==> src/rtl/led_effect_sequencer_pkg.sv <==
// Shared types and constants for the LED bar effect sequencer.
// Holds the effect encodings, bar width, pattern constants and the per-position pattern lookup.
package led_effect_sequencer_pkg;

  typedef enum logic [1:0] {
    MODE_BOUNCE = 2'd0,
    MODE_FILL   = 2'd1,
    MODE_BLINK  = 2'd2,
    MODE_ALT    = 2'd3
  } mode_e;

  localparam int NUM_MODES = 4;
  localparam int LED_W     = 7;

  localparam logic [LED_W-1:0] PAT_ALL   = 7'h7F;
  localparam logic [LED_W-1:0] PAT_ALT_A = 7'h55;
  localparam logic [LED_W-1:0] PAT_ALT_B = 7'h2A;

  // Pattern shown for a given effect at sequence position pos.
  function automatic logic [LED_W-1:0] effect_pattern(input mode_e m, input logic [2:0] pos);
    logic [3:0] fill_sh;
    fill_sh = {1'b0, pos} + 4'd1;
    case (m)
      MODE_BOUNCE: effect_pattern = 7'd1 << pos;
      MODE_FILL:   effect_pattern = (pos == 3'd7) ? 7'h00 : ~(PAT_ALL << fill_sh);
      MODE_BLINK:  effect_pattern = pos[0] ? 7'h00 : PAT_ALL;
      MODE_ALT:    effect_pattern = pos[0] ? PAT_ALT_B : PAT_ALT_A;
      default:     effect_pattern = 7'h00;
    endcase
  endfunction

endpackage

==> src/rtl/led_tick_gen.sv <==
// Programmable step-tick divider: limit = max(TICK_DIV >> speed_sel, 1).
// tick is the combinational fire condition; step is its registered one-cycle pulse.
module led_tick_gen #(
  parameter int unsigned TICK_DIV = 2500000
) (
  input  logic       clk,
  input  logic       rst_n,
  input  logic       enable,
  input  logic [1:0] speed_sel,
  output logic       tick,
  output logic       step
);

  logic [31:0] div_cnt_r;
  logic [31:0] shifted_s;
  logic [31:0] limit_m1_s;

  // Terminal count for the selected rate; >= lets a shortened limit fire at once.
  always_comb begin
    shifted_s = 32'(TICK_DIV) >> speed_sel;
    if (shifted_s == 32'd0) begin
      limit_m1_s = 32'd0;
    end else begin
      limit_m1_s = shifted_s - 32'd1;
    end
    tick = enable && (div_cnt_r >= limit_m1_s);
  end

  // Divider counter and registered step pulse.
  always_ff @(posedge clk) begin
    if (!rst_n) begin
      div_cnt_r <= 32'd0;
      step      <= 1'b0;
    end else if (!enable) begin
      div_cnt_r <= 32'd0;
      step      <= 1'b0;
    end else if (tick) begin
      div_cnt_r <= 32'd0;
      step      <= 1'b1;
    end else begin
      div_cnt_r <= div_cnt_r + 32'd1;
      step      <= 1'b0;
    end
  end

endmodule

==> src/rtl/led_effect_sequencer.sv <==
// Sequences the 7-LED bar through bounce/fill/blink/alt effects on divided step ticks.
// Optional macro LED_DIM_EN adds a 16-level PWM gate on the bar (DIM_LEVEL on-counts).
module led_effect_sequencer
  import led_effect_sequencer_pkg::*;
#(
  parameter int unsigned TICK_DIV       = 2500000,
  parameter int unsigned STEPS_PER_MODE = 28
`ifdef LED_DIM_EN
  ,
  parameter int unsigned DIM_LEVEL      = 8
`endif
) (
  input  logic             clk_50M,
  input  logic             rst_n,
  input  logic             enable,
  input  logic             next_req,
  input  logic [1:0]       speed_sel,
  output logic [LED_W-1:0] leds,
  output logic [1:0]       mode,
  output logic             step
);

  localparam int CNT_W = $clog2(STEPS_PER_MODE + 1);

  logic             tick_s;
  mode_e            mode_r;
  logic [2:0]       pos_r;
  logic             dir_r;
  logic [CNT_W-1:0] step_cnt_r;
  logic [LED_W-1:0] pattern_r;
  logic [2:0]       pos_nxt_s;
  logic             dir_nxt_s;
  logic             advance_s;

  led_tick_gen #(
    .TICK_DIV (TICK_DIV)
  ) u_tick_gen (
    .clk       (clk_50M),
    .rst_n     (rst_n),
    .enable    (enable),
    .speed_sel (speed_sel),
    .tick      (tick_s),
    .step      (step)
  );

  // Position walk for the current effect; bounce reverses at both ends so endpoints show once.
  always_comb begin
    pos_nxt_s = 3'd0;
    dir_nxt_s = 1'b0;
    case (mode_r)
      MODE_BOUNCE: begin
        if (!dir_r) begin
          if (pos_r == 3'd6) begin
            pos_nxt_s = 3'd5;
            dir_nxt_s = 1'b1;
          end else begin
            pos_nxt_s = pos_r + 3'd1;
            dir_nxt_s = 1'b0;
          end
        end else begin
          if (pos_r == 3'd0) begin
            pos_nxt_s = 3'd1;
            dir_nxt_s = 1'b0;
          end else begin
            pos_nxt_s = pos_r - 3'd1;
            dir_nxt_s = 1'b1;
          end
        end
      end
      MODE_FILL:  pos_nxt_s = pos_r + 3'd1;
      MODE_BLINK: pos_nxt_s = {2'b00, ~pos_r[0]};
      MODE_ALT:   pos_nxt_s = {2'b00, ~pos_r[0]};
      default:    pos_nxt_s = 3'd0;
    endcase
    advance_s = next_req || (tick_s && (step_cnt_r == CNT_W'(STEPS_PER_MODE - 1)));
  end

  // Effect state: an advance discards any coincident pattern update.
  always_ff @(posedge clk_50M) begin
    if (!rst_n) begin
      mode_r     <= MODE_BOUNCE;
      pos_r      <= 3'd0;
      dir_r      <= 1'b0;
      step_cnt_r <= '0;
      pattern_r  <= 7'h00;
    end else if (!enable) begin
      pos_r      <= 3'd0;
      dir_r      <= 1'b0;
      step_cnt_r <= '0;
      pattern_r  <= 7'h00;
    end else if (advance_s) begin
      mode_r     <= mode_e'(mode_r + 2'd1);
      pos_r      <= 3'd0;
      dir_r      <= 1'b0;
      step_cnt_r <= '0;
      pattern_r  <= 7'h00;
    end else if (tick_s) begin
      pattern_r  <= effect_pattern(mode_r, pos_r);
      pos_r      <= pos_nxt_s;
      dir_r      <= dir_nxt_s;
      step_cnt_r <= step_cnt_r + CNT_W'(1);
    end else begin
      pos_r      <= pos_r;
    end
  end

  assign mode = mode_r;

`ifdef LED_DIM_EN
  logic [3:0] pwm_cnt_r;
  logic       pwm_on_s;

  // Free-running PWM phase counter.
  always_ff @(posedge clk_50M) begin
    if (!rst_n) begin
      pwm_cnt_r <= 4'd0;
    end else begin
      pwm_cnt_r <= pwm_cnt_r + 4'd1;
    end
  end

  assign pwm_on_s = ({1'b0, pwm_cnt_r} < 5'(DIM_LEVEL));
  assign leds     = pattern_r & {LED_W{pwm_on_s}};
`else
  assign leds = pattern_r;
`endif

endmodule

==> config.mk <==
export PLATFORM = sky130hd
export DESIGN_NAME = led_effect_sequencer
export DESIGN_NICKNAME = d
export VERILOG_FILES = /design/src/rtl/led_effect_sequencer_pkg.sv /design/src/rtl/led_tick_gen.sv /design/src/rtl/led_effect_sequencer.sv
export SDC_FILE = /design/constraint.sdc
export NUM_CORES = 1
export LEC_CHECK = 0
export ABC_AREA = 1
export ABC_CLOCK_PERIOD_IN_PS = 3400
export CAP_MARGIN = 25
export CORE_ASPECT_RATIO = 1.5
export CORE_UTILIZATION = 55
export DETAILED_ROUTE_END_ITERATION = 12
export GPL_ROUTABILITY_DRIVEN = 0
export GPL_TIMING_DRIVEN = 0
export PLACE_DENSITY = 0.76
export SETUP_SLACK_MARGIN = 0.4
export SLEW_MARGIN = 30
export SYNTH_ARGS = -nofsm -noshare
export SYNTH_HDL_FRONTEND = slang
export SYNTH_SLANG_ARGS = --single-unit
==> constraint.sdc <==
create_clock -name clk_50M -period 3.4 [get_ports clk_50M]
set_input_delay 1.02 -clock clk_50M [delete_from_list [all_inputs] [get_ports clk_50M]]
set_output_delay 1.02 -clock clk_50M [all_outputs]
set_load 0.02 [all_outputs]
# Word level (Yosys, flattened, before mapping)
# Index checks and enable logic that the tools add are counted.
# Widths: inputs -> output; s select.
# classes
n_addsub,7
multipliers,0
n_div,0
order_cmp,1
n_eq_ne,6
shift,3
muxes,14
n_bitwise,4
reduce_logical,11
# ops
op,n
$add 32x1->32 const B,1
$ge 32x32->1,1
$logic_not 32->1,1
$mux 32,1
$shr 22x2->32 const A,1
$sub 32x1->32 const B,1
$pmux 7 s4,1
$mux 7,3
$mux 3,3
$pmux 3 s3,1
$not 7->7,1
$shl 1x3->7 const A,1
$shl 7x4->7 const A,1
$eq 3x3->1 const B,2
$reduce_or 3->1,2
$add 5x1->5 const B,1
$eq 5x5->1 const B,1
$mux 1,5
$add 3x1->4 const B,1
$eq 2x2->1 const B,2
$reduce_and 2->1,2
$add 3x1->3 const B,1
$logic_not 3->1,1
$not 1->1,3
other kinds (7),8
# totals
regBits,51
latch_bits,0
mem_bits_rw,0
romBits,0
in_bits,6
output_inout_bits,10
elab_cells,53
mem_count,0

# Longest topological paths before layout
# Gate-level depths: netlist (run 1).
# depth
word_depth,8
ltp_mapped,21
ltp_nobuf,21

# Hierarchy
# From an unflattened synthesis (run 1), not the netlist that was laid out.
# hier_totals
cells_unflattened,594
hier_area_um2,3938.8
# by_module_without_submodules
mod,n_inst,cells_each,area_per_inst_um2,seq_area_each_um2
led_tick_gen,1,396,2651.3,660.6
led_effect_sequencer,1,198,1287.5,360.3

# Worst setup path after synthesis (run 1)
# OpenSTA, ideal clock, no wires.
# synth_timing
kind,input to register
startpoint,input speed_sel[0]
endpoint,register pattern_r[6] (netlist: leds[6])
setup_ns,0.116
arrival_ns,3.353
t_required_ns,3.284
setup_slack_ns,-0.069
stages,21
path_buffers,1
path_cell_list,inv_1 -> ha_1 -> inv_1 -> ha_1 -> nand4_1 -> or4_1 -> nand2_1 -> ha_1 -> nand2_1 -> nand2_1 -> a21oi_1 -> nand2_1 -> nand2_1 -> nand3_1 -> nand2_1 -> nand2_4 -> nand2_4 -> inv_4 -> buf_6 -> o21ai_0 -> nor2_1
# synth_between
elab_chain_cells,8
word_cells_on_any_way,9
classes_between,add/sub (1); order compare (1); shift (1); mux (1); reduce/logical (5)
# synth_rtl
item,line,text
start: declaration,led_effect_sequencer.sv:17,"input logic [1:0] speed_sel,"
$shr 22x2->32 (*),led_tick_gen.sv:20,shifted_s = 32'(TICK_DIV) >> speed_sel;
$sub 32x1->32 or $logic_not 32->1 (tied branches),"led_tick_gen.sv:24, led_tick_gen.sv:21",
$mux 32 (*),led_tick_gen.sv:21,if (shifted_s == 32'd0) begin
$ge 32x32->1 (*),led_tick_gen.sv:26,tick = enable && (div_cnt_r >= limit_m1_s);
$logic_and 1x1->1 (*),led_tick_gen.sv:26,
$logic_and 1x1->1,led_effect_sequencer.sv:75,advance_s = next_req || (tick_s && (step_cnt_r == CNT_W'(STEPS_PER_MODE - 1)));
$logic_or 1x1->1,led_effect_sequencer.sv:75,
$reduce_or 3->1 (no source line),n/a,
end signal: assignment,led_effect_sequencer.sv:98,"pattern_r <= effect_pattern(mode_r, pos_r);"
end: declaration,led_effect_sequencer.sv:30,logic [LED_W-1:0] pattern_r;
# Mark *: on every way between the ends. The rest lies on a longest branch, timed or not.
# A chain may end at the register's enable or synchronous reset.

# Worst setup path after layout (run 1)
# layout_timing
startpoint,input speed_sel[0]
endpoint,register pos_r[2]
# layout_between
elab_chain_cells,8
word_cells_on_any_way,9
classes_between,add/sub (1); order compare (1); shift (1); mux (1); reduce/logical (5)
# layout_rtl
item,line,text
$shr 22x2->32 (*),led_tick_gen.sv:20,
$sub 32x1->32 or $logic_not 32->1 (tied branches),"led_tick_gen.sv:24, led_tick_gen.sv:21",
$mux 32 (*),led_tick_gen.sv:21,
$ge 32x32->1 (*),led_tick_gen.sv:26,
$logic_and 1x1->1 (*),led_tick_gen.sv:26,
$logic_and 1x1->1,led_effect_sequencer.sv:75,
$logic_or 1x1->1,led_effect_sequencer.sv:75,
$reduce_or 3->1 (no source line),n/a,
end signal: assignment,led_effect_sequencer.sv:99,pos_r <= pos_nxt_s;
end signal: assignment,led_effect_sequencer.sv:103,pos_r <= pos_r;
end: declaration,led_effect_sequencer.sv:27,logic [2:0] pos_r;
# Marked as above.

==> results.sh, run 1 <==
export IMPL_status="complete, but fails checks"
export IMPL_violations_in_the_final_reports="negative setup slack"
export IMPL_design_final_nets=590
export IMPL_worst_hold_path_type="reg -> reg"
export IMPL_floorplan_rows=35
export IMPL_yosysSeqAreaShare=0.2834
export IMPL_cts_htree_levels=2
export IMPL_top_signal_layer_used="met4"
export IMPL_synth_edff_count=0
export IMPL_synth_area_sq_um=3602
export IMPL_antenna_violating_nets_post_route=0
export IMPL_hpwlAfterDp_um=6371
export IMPL_grt_antenna_before_repair=0
export IMPL_routed_wire_length_per_instance_um=15.30
export IMPL_setup_viol=50
export IMPL_yosys_register_bits=51
export IMPL_clkSinkCount=51
export IMPL_netlist_top_cells_area="sky130_fd_sc_hd__dfxtp_1 28%, sky130_fd_sc_hd__ha_1 17%, sky130_fd_sc_hd__nand2_1 11%, sky130_fd_sc_hd__inv_1 6.8%, sky130_fd_sc_hd__nor2_1 5.7%"
export IMPL_max_clock_path_buffers=2
export IMPL_route_met2_wl_um=5254
export IMPL_drc_violation_count_after_routing=0
export IMPL_timing_critical_path_from="speed_sel[0]"
export IMPL_max_slew_margin=0.4275
export IMPL_startpoint_type="primary input"
export IMPL_irDropWorstVdd_mv=0.3049
export IMPL_max_slew_worst_pin_slew_ps=850.8
export IMPL_groute_usage_overall=0.2869
export IMPL_final_wl_um=9319
export IMPL_worst_clock_skew_ps=7.843
export IMPL_flow_area_growth_from_synthesis_pct=23.58
export IMPL_vias_per_cell=5.663
export IMPL_finalWorstSetupSlack_ps=-201.0
export IMPL_die_w_um=68.08
export IMPL_slew_violations=0
export IMPL_detail_route_iter0_violations=125
export IMPL_drv_max_cap_violation_count=0
export IMPL_async_flop_share=0
export IMPL_critical_path_arrival_ps=3850
export IMPL_io_buffer_count=14
export IMPL_placeableCoreArea_sq_um=6218
export IMPL_timing_critical_path_required_ps=3650
export IMPL_yosysWarnings=0
export IMPL_via_count=3449
export IMPL_critical_path_max_stage_delay_ps=580
export IMPL_power_per_cell_area_nw_per_um2=257.2
export IMPL_clock_insertion_delay_at_the_later_pin_of_the_skew_report_ps=320
export IMPL_grt_pass1_wl_um=14660
export IMPL_ys_flop_type="sky130_fd_sc_hd__dfxtp_1"
export IMPL_period_minus_slack_ps=3601
export IMPL_first_global_vias=3420
export IMPL_number_of_iterations_in_the_first_detailed_routing_pass=4
export IMPL_hold_path_startpoint="leds[4]"
export IMPL_synth_distinct_cells=47
export IMPL_critPathKind="in -> reg"
export IMPL_path_max_fanout=5
export IMPL_grt_max_degree=19
export IMPL_chipHeight_um=101.1
export IMPL_tritoncts_clock_tree="done"
export IMPL_post_route_cells_drive_above_1_share=0.1981
export IMPL_post_synth_top_area_cell="sky130_fd_sc_hd__dfxtp_1"
export IMPL_floorplan_die_area_sq_um=6884
export IMPL_dp_slack_ps=-1241
export IMPL_setup_worst_path_end_class="register"
export IMPL_ys_top_cells_by_count="108 x sky130_fd_sc_hd__nand2_1, 65 x sky130_fd_sc_hd__inv_1, 55 x sky130_fd_sc_hd__nor2_1, 51 x sky130_fd_sc_hd__dfxtp_1, 50 x sky130_fd_sc_hd__ha_1"
export IMPL_clock_root_buffer="sky130_fd_sc_hd__clkbuf_8"
export IMPL_final_util=0.7159
export IMPL_start_util=0.5793
export IMPL_path_clk_slew_ps=110
export IMPL_post_synth_top_count_cell="sky130_fd_sc_hd__nand2_1"
export IMPL_met1_routed_length_um=3318
export IMPL_number_of_buffers_added_by_the_clock_tree_synthesis_step=5
export IMPL_synth_top_area_share=0.2834
export IMPL_grt_setup_unrepaired="yes"
export IMPL_r2r_start="u_tick_gen.div_cnt_r[7]"
export IMPL_post_synth_cell_area_avg_sq_um=7.263
export IMPL_wl_met3_um=254
export IMPL_timing_critical_path_slowest_stage_cell="sky130_fd_sc_hd__or4_4"
export IMPL_grt_ovfl_total=0
export IMPL_fmax_ghz=0.2777
export IMPL_finalCritPeriodShare=1.059
export IMPL_io_pins=16
export IMPL_synth_cells=496
export IMPL_cp_cell_sequence="buf_12, inv_8, ha_4, inv_4, ha_4, nand4_1, or4_4, nand2_2, ha_4, nand2_1, nand2_1, a21oi_1, nand2_1, nand2_1, nand3_2, nand2_2, nand2_4, buf_6, nand3_4, nand4_4, buf_8, a21oi_4"
export IMPL_antenna_cells=0
export IMPL_p_leak_nw=1.748
export IMPL_total_count_of_hold_check_failures_in_the_final_report=0
export IMPL_crit_top_cell="sky130_fd_sc_hd__nand2_1"
## report_power, final
part	switching [mW]	leakage [nW]	internal, mW
logic	0.0913	1.29	0.0671
registers	0.00355	0.411	0.600
clock network	0.230	0.0467	0.153
## routing by layer
metal  global-route usage  up-vias
li1                     -     1702
met1               0.2596     1627
met2               0.5505       83
met3              0.03733       37
met4               0.2019        0
met5                    0        -
## through the flow
step                      hold WS [ps]  instances  power [mW]  area, sq um  TNS [ps]
after global routing             491.9        609       1.191         4452    -10580
after floorplan                  433.3        497      0.6921         3615    -3.281
after global placement           446.8        585      0.7234         3847    -54070
after CTS                        468.0        607       1.142         4353     -1221
after detailed placement         452.0        585      0.7271         3847    -58470
final                            477.6        609       1.145         4452     -5058
## worst paths after layout
path | endpoint | slack (ps) | depth (start not counted)
min reg2reg | leds[4] | 480 | 2
max | pos_r[2] | -200 | 22
max reg2reg | pos_r[2] | 1240 | 14
min | leds[4] | 480 | 2
## layout by cell type, fill, tap and decap left out, drive strengths merged, types with 6 or more instances in the layout
cell type,instances
xnor2,6
nand3,18
nand2,113
o21ai,20
a21oi,38
clkbuf,6
xor2,9
dfxtp,51
clkdlybuf4s50,12
inv,69
nand4,12
nor2,62
nor3,16
ha,50
buf,22
## sequential cells by signal, indices dropped and copies added, names as in the netlist
signal	flops
mode	2
u_tick_gen.step	1
pos_r	3
dir_r	1
step_cnt_r	5
leds	7
u_tick_gen.div_cnt_r	32
## kinds of logic after synthesis
family,after synthesis,synth area share
and+or+nand+nor,232,0.3025
buffers and inverters,74,0.08579
AOI/OAI and AO/OA,72,0.1143
DFF,51,0.2834
adders and majority gates,50,0.1737
xor gates and xnor gates,15,0.03647
other,1,0.001041
muxes,1,0.002779
## final cells by class
type | count | area (sq um)
inverters | 67 | 281.5
well taps | 74 | 92.59
repair buffers | 28 | 332.8
plain buffers | 7 | 80.08
fillers | 480 | 1767
clock inverters | 3 | 27.53
repair inverters | 1 | 7.507
clock buffers | 5 | 68.82
multi-input cells | 373 | 2540
flip-flops and latches | 51 | 1021
## repair_timing
item,CTS,global route
hold buffers,0,0
cloned,5,0
setup buffers,9,2
pin swaps,17,13
gates resized for setup,78,17
endpoints found under the hold margin,0,0
setup endpoints to repair,51,51
## critical path, delay by kind of cell
family / cells / cell delay, ps
buf+inv: 5 / 540
fa+ha+maj: 3 / 470
simple gates: 12 / 1510
compound gates: 2 / 300
No activity file was read; power rests on OpenSTA's default activity.
==> run 2, diff against run 1 <==
--- a/config.mk
+++ b/config.mk
@@ -6,7 +6,7 @@
 export NUM_CORES = 1
 export LEC_CHECK = 0
 export ABC_AREA = 1
-export ABC_CLOCK_PERIOD_IN_PS = 3400
+export ABC_CLOCK_PERIOD_IN_PS = 3300
 export CAP_MARGIN = 25
 export CORE_ASPECT_RATIO = 1.5
 export CORE_UTILIZATION = 55
==> constraint.sdc (replaced) <==
create_clock -name clk_50M -period 3.3 [get_ports clk_50M]
set_input_delay 0.99 -clock clk_50M [delete_from_list [all_inputs] [get_ports clk_50M]]
set_output_delay 0.99 -clock clk_50M [all_outputs]
set_load 0.02 [all_outputs]
==> results of run 2 <==
The final DEF is identical to that of run 1. Status: complete, but fails checks: negative setup slack.
Among the figures that moved: setup slack after placement -1241 ps -> -1311 ps; setup slack after layout -201.0 ps -> -271.0 ps; setup TNS -5058 ps -> -8598 ps; number of setup violations in the final report 50 -> 51; register-to-register setup slack 1240 ps -> 1140 ps; total power 1.145 mW -> 1.180 mW; worst IR drop on VDD 0.3049 mV -> 0.3141 mV
==> run 3, diff against run 2 <==
--- a/config.mk
+++ b/config.mk
@@ -19,3 +19,4 @@
 export SYNTH_ARGS = -nofsm -noshare
 export SYNTH_HDL_FRONTEND = slang
 export SYNTH_SLANG_ARGS = --single-unit
+export TNS_END_PERCENT = 1
==> results.sh, run 3 (synthesized netlist as in run 1, its figures left out) <==
export IMPL_status="complete, but fails checks"
export IMPL_violations_in_the_final_reports="negative setup slack"
export IMPL_worst_clock_skew_ps=11.86
export IMPL_p_leak_nw=1.722
export IMPL_layout_cells_most_common="sky130_fd_sc_hd__nand2_1"
export IMPL_period_minus_slack_ps=3466
export IMPL_chipHeight_um=101.1
export IMPL_setup_worst_path_end_class="register"
export IMPL_floorplan_rows=35
export IMPL_grt_max_degree=18
export IMPL_floorplan_die_area_sq_um=6884
export IMPL_antenna_violating_nets_post_route=0
export IMPL_worst_hold_path_type="reg -> reg"
export IMPL_clkSinkCount=51
export IMPL_grt_setup_unrepaired="yes"
export IMPL_total_count_of_hold_check_failures_in_the_final_report=0
export IMPL_critical_path_arrival_ps=3720
export IMPL_drc_violation_count_after_routing=0
export IMPL_detail_route_iter0_violations=118
export IMPL_power_per_cell_area_nw_per_um2=283.2
export IMPL_max_clock_path_buffers=2
export IMPL_routed_wire_length_per_instance_um=14.54
export IMPL_path_clk_slew_ps=100
export IMPL_design_area_sq_um=4342
export IMPL_drv_max_cap_violation_count=0
export IMPL_hold_path_startpoint="leds[2]"
export IMPL_register_bank_with_the_most_flops="u_tick_gen.div_cnt_r"
export IMPL_startpoint_type="primary input"
export IMPL_setup_viol=51
export IMPL_register_area_sq_um=1021
export IMPL_grt_antenna_before_repair=0
export IMPL_grt_pass1_wl_um=14660
export IMPL_hpwlAfterDp_um=6463
export IMPL_number_of_iterations_in_the_first_detailed_routing_pass=4
export IMPL_layout_common_cells="103 x sky130_fd_sc_hd__nand2_1, 59 x sky130_fd_sc_hd__inv_1, 51 x sky130_fd_sc_hd__nor2_1, 51 x sky130_fd_sc_hd__dfxtp_1, 44 x sky130_fd_sc_hd__ha_1"
export IMPL_die_w_um=68.08
export IMPL_placedInstanceArea_sq_um=3842
export IMPL_via_count=3357
export IMPL_antenna_cells=0
export IMPL_finalWorstSetupSlack_ps=-165.9
export IMPL_total_power_mw=1.229
export IMPL_instance_count_along_the_most_critical_hold_path=2
export IMPL_number_of_buffers_added_by_the_clock_tree_synthesis_step=5
export IMPL_max_slew_worst_pin_slew_ps=840.3
export IMPL_critPathKind="in -> reg"
export IMPL_flow_area_growth_from_synthesis_pct=20.53
export IMPL_final_wl_um=8782
export IMPL_critical_path_reg2reg_endpoint="step_cnt_r[4]"
export IMPL_hold_end="leds[2]"
export IMPL_first_global_vias=3326
export IMPL_placeableCoreArea_sq_um=6218
export IMPL_io_buffer_count=14
export IMPL_tritoncts_clock_tree="done"
export IMPL_irDropWorstVdd_mv=0.2570
export IMPL_design_final_nets=585
export IMPL_regToRegSetupSlack_ps=1190
export IMPL_r2r_start="u_tick_gen.div_cnt_r[7]"
export IMPL_largest_register_ff_count=32
export IMPL_cts_htree_levels=2
export IMPL_io_pins=16
export IMPL_slew_violations=0
export IMPL_finalCritPeriodShare=1.050
export IMPL_max_slew_margin=0.4346
export IMPL_post_route_cells_drive_above_1_share=0.1774
export IMPL_r2r_worst_path_cells=15
export IMPL_vias_per_cell=5.558
export IMPL_clock_root_buffer="sky130_fd_sc_hd__clkbuf_8"
export IMPL_fmax_ghz=0.2885
export IMPL_groute_usage_overall=0.2806
export IMPL_multi_input_area_sq_um=2470
export IMPL_clock_insertion_delay_at_the_later_pin_of_the_skew_report_ps=310
export IMPL_path_max_fanout=6
export IMPL_start_util=0.5793
export IMPL_hold_buf_cts=0
export IMPL_timing_critical_path_required_ps=3550
export IMPL_layout_filler_cells=500
export IMPL_grt_ovfl_total=0
-- run 3: changes by cell type in the layout (fill, tap and decap cells not counted), sizes merged --
cell / previous run / this run
bufinv: 0 / 1
clkinv: 0 / 1
clkbuf: 6 / 7
inv: 69 / 68
buf: 22 / 17
clkinvlp: 2 / 1
nand2: 113 / 112
-- run 3: power by group --
| group | internal [mW] | leakage, nW | switching (mW) |
|---|---|---|---|
| Clock | 0.230 | 0.0587 | 0.224 |
| Sequential | 0.618 | 0.411 | 0.00345 |
| Combinational | 0.0638 | 1.25 | 0.0904 |
-- run 3: area by class of cell --
class | instances | share of cell area
Timing Repair inverter | 1 | 0.001729
Buffer | 7 | 0.01758
Clock buffer | 5 | 0.01585
Sequential cell | 51 | 0.2352
Clock inverter | 3 | 0.01095
Tap cell | 74 | 0.02133
Multi-Input combinational cell | 372 | 0.5689
Timing Repair Buffer | 24 | 0.06542
Inverter | 67 | 0.06311
-- run 3: stage by stage --
step | setup TNS (ps) | cells | setup WS [ps] | hold WS (ps) | util
floorplan | -1542 | 497 | -78.32 | 433.3 | -
global placement | -53940 | 585 | -1150 | 447.3 | 0.6179
detailed placement | -56590 | 585 | -1208 | 451.3 | 0.6179
CTS | -2830 | 604 | -115.0 | 462.7 | 0.6922
global route | -8960 | 604 | -235.9 | 497.6 | 0.6982
finish | -5261 | 604 | -165.9 | 471.0 | 0.6982
-- run 3: routing by layer --
layer,global-route usage,vias to the layer above,routed length (um)
met5,0,-,0
met4,0.1843,0,562
met3,0.05317,40,285
met2,0.5317,90,4930
met1,0.2556,1547,3003
li1,-,1680,-
-- run 3: what timing repair did --
item,4_1_cts,5_1_grt
endpoints found under the setup margin,51,51
cloned,3,0
setup buffers,8,0
pin swaps,17,9
resized for setup,64,14
-- run 3: worst max-delay path, cell delays in order --
cell,delay [ps]
sky130_fd_sc_hd__buf_12,110
sky130_fd_sc_hd__inv_8,40
sky130_fd_sc_hd__ha_4,150
sky130_fd_sc_hd__inv_4,60
sky130_fd_sc_hd__ha_4,120
sky130_fd_sc_hd__nand4_1,90
sky130_fd_sc_hd__or4_4,540
sky130_fd_sc_hd__nand2_4,90
sky130_fd_sc_hd__ha_4,200
sky130_fd_sc_hd__nand2_2,70
sky130_fd_sc_hd__nor2_2,50
sky130_fd_sc_hd__nand2_1,100
sky130_fd_sc_hd__nor2_1,60
sky130_fd_sc_hd__nor2_1,150
sky130_fd_sc_hd__nand3_2,100
sky130_fd_sc_hd__nand2_2,90
sky130_fd_sc_hd__nand2_4,70
sky130_fd_sc_hd__buf_6,120
sky130_fd_sc_hd__nand3_4,60
sky130_fd_sc_hd__nand4_4,140
sky130_fd_sc_hd__clkbuf_16,210
sky130_fd_sc_hd__nor2_2,100
-- run 3: worst max-delay path by stage --
stage | from | end | slack, ps | cells past startpoint
2_1_floorplan | speed_sel[0] | u_tick_gen.div_cnt_r[19] | -80 | 20
3_5_place_dp | speed_sel[1] | u_tick_gen.div_cnt_r[1] | -1210 | 20
4_1_cts | speed_sel[0] | pos_r[2] | -120 | 22
3_3_place_gp | speed_sel[0] | u_tick_gen.div_cnt_r[16] | -1150 | 20
5_1_grt | speed_sel[0] | leds[0] | -240 | 22
6_report | speed_sel[0] | leds[0] | -170 | 22
